### src/rtl/imm_encoder_pkg.sv
// Shared immediate-class codes, FSM states and the direct (non-searched)
// encoding used by imm_encoder; the immediate extender uses the same codes.
package imm_encoder_pkg;

  localparam logic [1:0] IMM_DP  = 2'b00;
  localparam logic [1:0] IMM_MEM = 2'b01;
  localparam logic [1:0] IMM_BR  = 2'b10;
  localparam logic [1:0] IMM_RSV = 2'b11;

  typedef enum logic [1:0] {
    ST_IDLE   = 2'd0,
    ST_SEARCH = 2'd1,
    ST_DONE   = 2'd2
  } state_e;

  typedef struct packed {
    logic        fit;
    logic [23:0] instr;
  } enc_res_t;

  // Load/store and branch classes encode in one step; anything else reports no fit.
  function automatic enc_res_t encodeDirect(input logic [31:0] value,
                                            input logic [1:0]  immSrc);
    enc_res_t res;
    res.fit   = 1'b0;
    res.instr = '0;
    case (immSrc)
      IMM_MEM: begin
        res.fit = (value[31:12] == 20'd0);
        if (res.fit) res.instr = {12'd0, value[11:0]};
      end
      IMM_BR: begin
        res.fit = (value[1:0] == 2'b00) && ((&value[31:25]) || !(|value[31:25]));
        if (res.fit) res.instr = value[25:2];
      end
      default: ;
    endcase
    return res;
  endfunction

endpackage

### src/rtl/imm_encoder_rot_check.sv
// Tests one data-processing rotation candidate: rotates Value left by 2k and
// reports whether the result fits in eight bits.
module imm_rot_check (
  input  logic [31:0] Value,
  input  logic [3:0]  k,
  output logic        hit,
  output logic [7:0]  imm8
);

  logic [4:0]  rotAmt;
  logic [31:0] rotated;

  // k=0 shifts right by 32, which yields zero and leaves Value unrotated.
  assign rotAmt  = {k, 1'b0};
  assign rotated = (Value << rotAmt) | (Value >> (6'd32 - {1'b0, rotAmt}));
  assign hit     = (rotated[31:8] == 24'd0);
  assign imm8    = rotated[7:0];

endmodule

### src/rtl/imm_encoder.sv
// Iterative immediate encoder: inverse of the immediate extender. Data-processing
// constants are found by a one-candidate-per-cycle rotation search.
module imm_encoder
  import imm_encoder_pkg::*;
#(
  parameter int ROT_STEPS = 16
) (
  input  logic        clk,
  input  logic        reset,
  input  logic        in_valid,
  output logic        in_ready,
  input  logic [31:0] Value,
  input  logic [1:0]  ImmSrc,
  output logic        out_valid,
  input  logic        out_ready,
  output logic [23:0] Instr,
  output logic        fit
);

  localparam logic [3:0] LAST_K = 4'(ROT_STEPS - 1);

  state_e      state_q;
  logic [3:0]  k_q;
  logic [31:0] value_q;
  logic        inReady_q;
  logic        outValid_q;
  logic [23:0] instr_q;
  logic        fit_q;

  enc_res_t    direct_d;
  logic        rotHit_d;
  logic [7:0]  rotImm8_d;

  assign direct_d = encodeDirect(Value, ImmSrc);

  imm_rot_check u_rot_check (
    .Value (value_q),
    .k     (k_q),
    .hit   (rotHit_d),
    .imm8  (rotImm8_d)
  );

  // Smallest rotation wins because candidates are tested in ascending order.
  always_ff @(posedge clk or posedge reset) begin
    if (reset) begin
      state_q    <= ST_IDLE;
      k_q        <= '0;
      value_q    <= '0;
      inReady_q  <= 1'b1;
      outValid_q <= 1'b0;
      instr_q    <= '0;
      fit_q      <= 1'b0;
    end else begin
      case (state_q)
        ST_IDLE: begin
          if (in_valid) begin
            value_q   <= Value;
            k_q       <= '0;
            inReady_q <= 1'b0;
            if (ImmSrc == IMM_DP) begin
              state_q <= ST_SEARCH;
            end else begin
              instr_q    <= direct_d.instr;
              fit_q      <= direct_d.fit;
              outValid_q <= 1'b1;
              state_q    <= ST_DONE;
            end
          end
        end
        ST_SEARCH: begin
          if (rotHit_d) begin
            instr_q    <= {12'd0, k_q, rotImm8_d};
            fit_q      <= 1'b1;
            outValid_q <= 1'b1;
            state_q    <= ST_DONE;
          end else if (k_q == LAST_K) begin
            instr_q    <= '0;
            fit_q      <= 1'b0;
            outValid_q <= 1'b1;
            state_q    <= ST_DONE;
          end else begin
            k_q <= k_q + 4'd1;
          end
        end
        ST_DONE: begin
          if (out_ready) begin
            outValid_q <= 1'b0;
            inReady_q  <= 1'b1;
            state_q    <= ST_IDLE;
          end
        end
        default: begin
          state_q <= ST_IDLE;
        end
      endcase
    end
  end

  assign in_ready  = inReady_q;
  assign out_valid = outValid_q;
  assign Instr     = instr_q;
  assign fit       = fit_q;

endmodule
### config.mk
export PLATFORM = sky130hd
export DESIGN_NAME = imm_encoder
export DESIGN_NICKNAME = d
export VERILOG_FILES = /design/src/rtl/imm_encoder_pkg.sv /design/src/rtl/imm_encoder_rot_check.sv /design/src/rtl/imm_encoder.sv
export SDC_FILE = /design/constraint.sdc
export NUM_CORES = 1
export LEC_CHECK = 0
export ABC_AREA = 1
export ABC_CLOCK_PERIOD_IN_PS = 3200
export BUFFER_PORTS_ARGS = -buffer_cell sky130_fd_sc_hd__buf_4
export CORE_MARGIN = 5
export CORE_UTILIZATION = 59
export DETAILED_ROUTE_END_ITERATION = 6
export PLACE_DENSITY_LB_ADDON = 0.25
export RECOVER_POWER = 100
export SLEW_MARGIN = 40
export SYNTH_ARGS = -nofsm -noshare
export SYNTH_HDL_FRONTEND = slang
export SYNTH_SLANG_ARGS = --single-unit
### constraint.sdc
create_clock -name clk -period 3.2 [get_ports clk]
set_input_delay 0.48 -clock clk [delete_from_list [all_inputs] [get_ports clk]]
set_output_delay 0.48 -clock clk [all_outputs]
set_load 0.005 [all_outputs]
==> metrics.cfg <==
[status]
status = complete, but fails checks
violations = capacitance limit, slew limit

[synth]
syn_inst = 837
yosysSeqAreaShare_pct = 31.7
synth-edff-count = 0
async_flop_share_pct = 100
ys_ff_latch = 65
yosys_most_used_dff = dfrtp_1
yosysWarnings = 0
synth_area_leaders = dfrtp_1 (31%), nand2_1 (25%), nand3_1 (13%)
synth_fp_nets = 880
yosysMostFrequentCell = nand2_1
synth_common_cells = nand2_1 (339), nand3_1 (132), dfrtp_1 (64), nor2_1 (54), o21ai_0 (44)
yosysTopAreaCellShare_pct = 31.1
yosys.area.top_type = dfrtp_1
avgSynthCellArea_um2 = 6.14
synth_area_um2 = 5140
synth_cell_types = 32

[die]
initial_core_util_pct = 59.8
core_region_area_um2 = 8590
die_w_um = 103
die_area_um2 = 10700
die_y_um = 103
placementRows = 34
io_pins = 65

[finish]
postLayoutCellArea_um2 = 5810
antenna_cells = 0
register_area_um2 = 1630
multi_input_area_um2 = 3080
area_growth_pct = 13.0
nets = 924
fill_cells = 759
drive_above_1_share_pct = 12.4

[place]
dp_hpwl_mm = 12.6
io_buffer_count = 64
globalplace.congestion = 0.981
dpl-instance-area_um2 = 5620

[timing]
drv_slew = 66
skew_ns = 0.00554
finalHoldViolations = 0
worst_pin_slew_ns = 1.53
finalCritPeriodShare_pct = 90.6
grt_setup_unrepaired = false
fin_tns_setup_ns = 0
max_freq_mhz = 345
relSlewSlack_pct = -2.10
setup_viol = 0
min_period_ns = 2.90

[power_and_ir_drop]
clkPwrFrac_pct = 14.9
switching_share_pct = 51.7
seqPwrFrac_pct = 26.4
p_comb_share_pct = 58.7
switching_power_mw = 2.52
power.density_nw_per_um2 = 840
ir_drop_v = 0.000484
p_int_mw = 2.36
p_leak_nw = 3.10

[worst_setup_path]
crit_type = reg2reg
critPathTopFamily = simple AND/OR/NAND/NOR gates
critPathLaunchType = flop
critPathMaxStageDelay_ns = 0.36
crit_chain = inv_2 > ha_1 > inv_1 > buf_4 > nand3_1 > nand2_1 > nand2_1 > nand2_1 > and2_1 > nand2_1 > nor2_1 > nor2_1 > nor2_1 > nand2_2 > nand2_2 > nand2_1 > buf_4 > nand2_1 > o21ai_0
cp_common_cell = nand2_1
worstPathMaxFanout = 39
crit_cells = 19
worstPathArrival_ns = 3.11
cp-end-kind = flop
cp_num_buf_inv = 4
reg2reg_depth = 19
slowest_stage = dfrtp_1
cp.required_ns = 3.41

[cts]
post_cts_buffers = 0
ctsResizeCount = 0
htreeDepth = 3
numCtsBuffers = 9
cts_hold_buf = 0
clkLatencyLatePin_ns = 0.34
cts_buffer_depth = 2
clkSinkCount = 65
path_clk_slew_ns = 0.07
cts_tree = built
cts_root_buf = clkbuf_8

[drt]
routed_wl_mm = 16.5
drt-pass1-iter-count = 6
avgRoutedWirePerCell_um = 16.6
first_iter_violations = 494
antenna_left = 0
drc = 0
viasPerCell = 5.98
vias = 5941

[min_path]
hold_class = in2reg
whs_path_depth = 3

[job]
drv_cap = 1

[global_route]
track_usage_pct = 32.2
antenna_found_initial = 0
grt_start_max_net_pins = 66
grt_pass1_wl_mm = 26.8
grt_pass1_vias = 5428
overflow = 0

==> layer usage <==
layer | vias up | global-route usage [%] | part of all wire, %
met5 | - | 0 | 0
li1 | 2828 | - | -
met2 | 368 | 49.7 | 45
met4 | 0 | 12.0 | 3.1
met3 | 51 | 7.04 | 11
met1 | 2694 | 44.5 | 41
==> worst reg2reg max path, delay by kind of cell (launching register included) <==
| family | cells | cell delay (ns) |
|---|---|---|
| adder cells (fa/ha/maj) | 1 | 0.30 |
| buffers and inverters | 4 | 0.66 |
| AO/OA/AOI/OAI | 1 | 0.08 |
| flip-flops | 1 | 0.36 |
| AND/OR/NAND/NOR | 13 | 1.40 |
==> registers in the layout, indices dropped and copies added, names as in the netlist <==
| register | cells |
|---|---|
| Instr | 24 |
| state_q | 2 |
| value_q | 32 |
| k_q | 4 |
| out_valid | 1 |
| in_ready | 1 |
| fit | 1 |
==> cells by family after synthesis <==
group           count (synthesis)  share of synthesized area (%)
xor+xnor                        2                          0.706
buf+inv                        91                           8.35
compound gates                 97                           10.2
fa+ha+maj                       5                           1.22
flops                          65                           31.7
simple gates                  577                           47.9
==> power groups by stage <==
stage	clock, mW	combinational, mW	sequential, mW
CTS	0.733	2.81	1.27
finish	0.726	2.87	1.29
floorplan	0	2.18	1.20
detailed placement	0	2.79	1.29
global route	0.779	3.22	1.30
global placement	0	2.75	1.27
==> worst paths after layout <==
| check | from | to | slack [ns] |
|---|---|---|---|
| max in group asynchronous | reset | value_q[13]$_DFFE_PP0P_ | 1.60 |
| setup / recovery | k_q[0]$_DFFE_PP0P_ | Instr[23]$_DFFE_PP0P_ | 0.30 |
| min in group asynchronous | reset | Instr[19]$_DFFE_PP0P_ | 0.68 |
| hold reg to reg | Instr[6]$_DFFE_PP0P_ | Instr[6]$_DFFE_PP0P_ | 0.49 |
| hold / removal | Value[21] | value_q[21]$_DFFE_PP0P_ | 0.35 |
| setup reg to reg | k_q[0]$_DFFE_PP0P_ | Instr[23]$_DFFE_PP0P_ | 0.30 |
==> cell type report <==
class                   instances  area share (%)
clock buffers                  12            2.84
repair buffers                 81            10.2
inverters                      43            2.78
multi-input cells             681            53.0
well taps                     108            2.32
flip-flops and latches         65            28.0
clock inverters                 4           0.861
==> per-stage QoR <==
step / setup WS, ns / util, % / total power, mW / std cells / hold slack, ns
after floorplan: 0.361 / - / 3.38 / 837 / 0.464
after global placement: 0.499 / 65.4 / 4.02 / 978 / 0.463
final: 0.300 / 67.6 / 4.88 / 994 / 0.349
after CTS: 0.372 / 67.9 / 4.82 / 994 / 0.342
after detailed placement: 0.404 / 65.4 / 4.07 / 978 / 0.469
after global routing: 0.0582 / 67.6 / 5.30 / 994 / 0.357
==> cells in the final DEF (no fill, tap or decap), drive strengths merged <==
cell	Yosys	layout
dfstp	1	1
clkinv	1	2
o211ai	4	4
bufinv	0	1
nor4	4	4
clkinvlp	0	2
nand3b	4	4
and2	9	9
nand3	132	132
a21oi	24	24
inv	42	42
o22ai	1	1
o221ai	1	1
ha	5	5
dfrtp	64	64
o311ai	2	2
xor2	2	2
nor2	55	55
clkbuf	22	39
nand4	19	19
o21ai	60	60
nor3	2	2
nand2	352	352
a32o	1	1
o31ai	4	4
buf	26	54
Power figures use the tool's default switching activity.
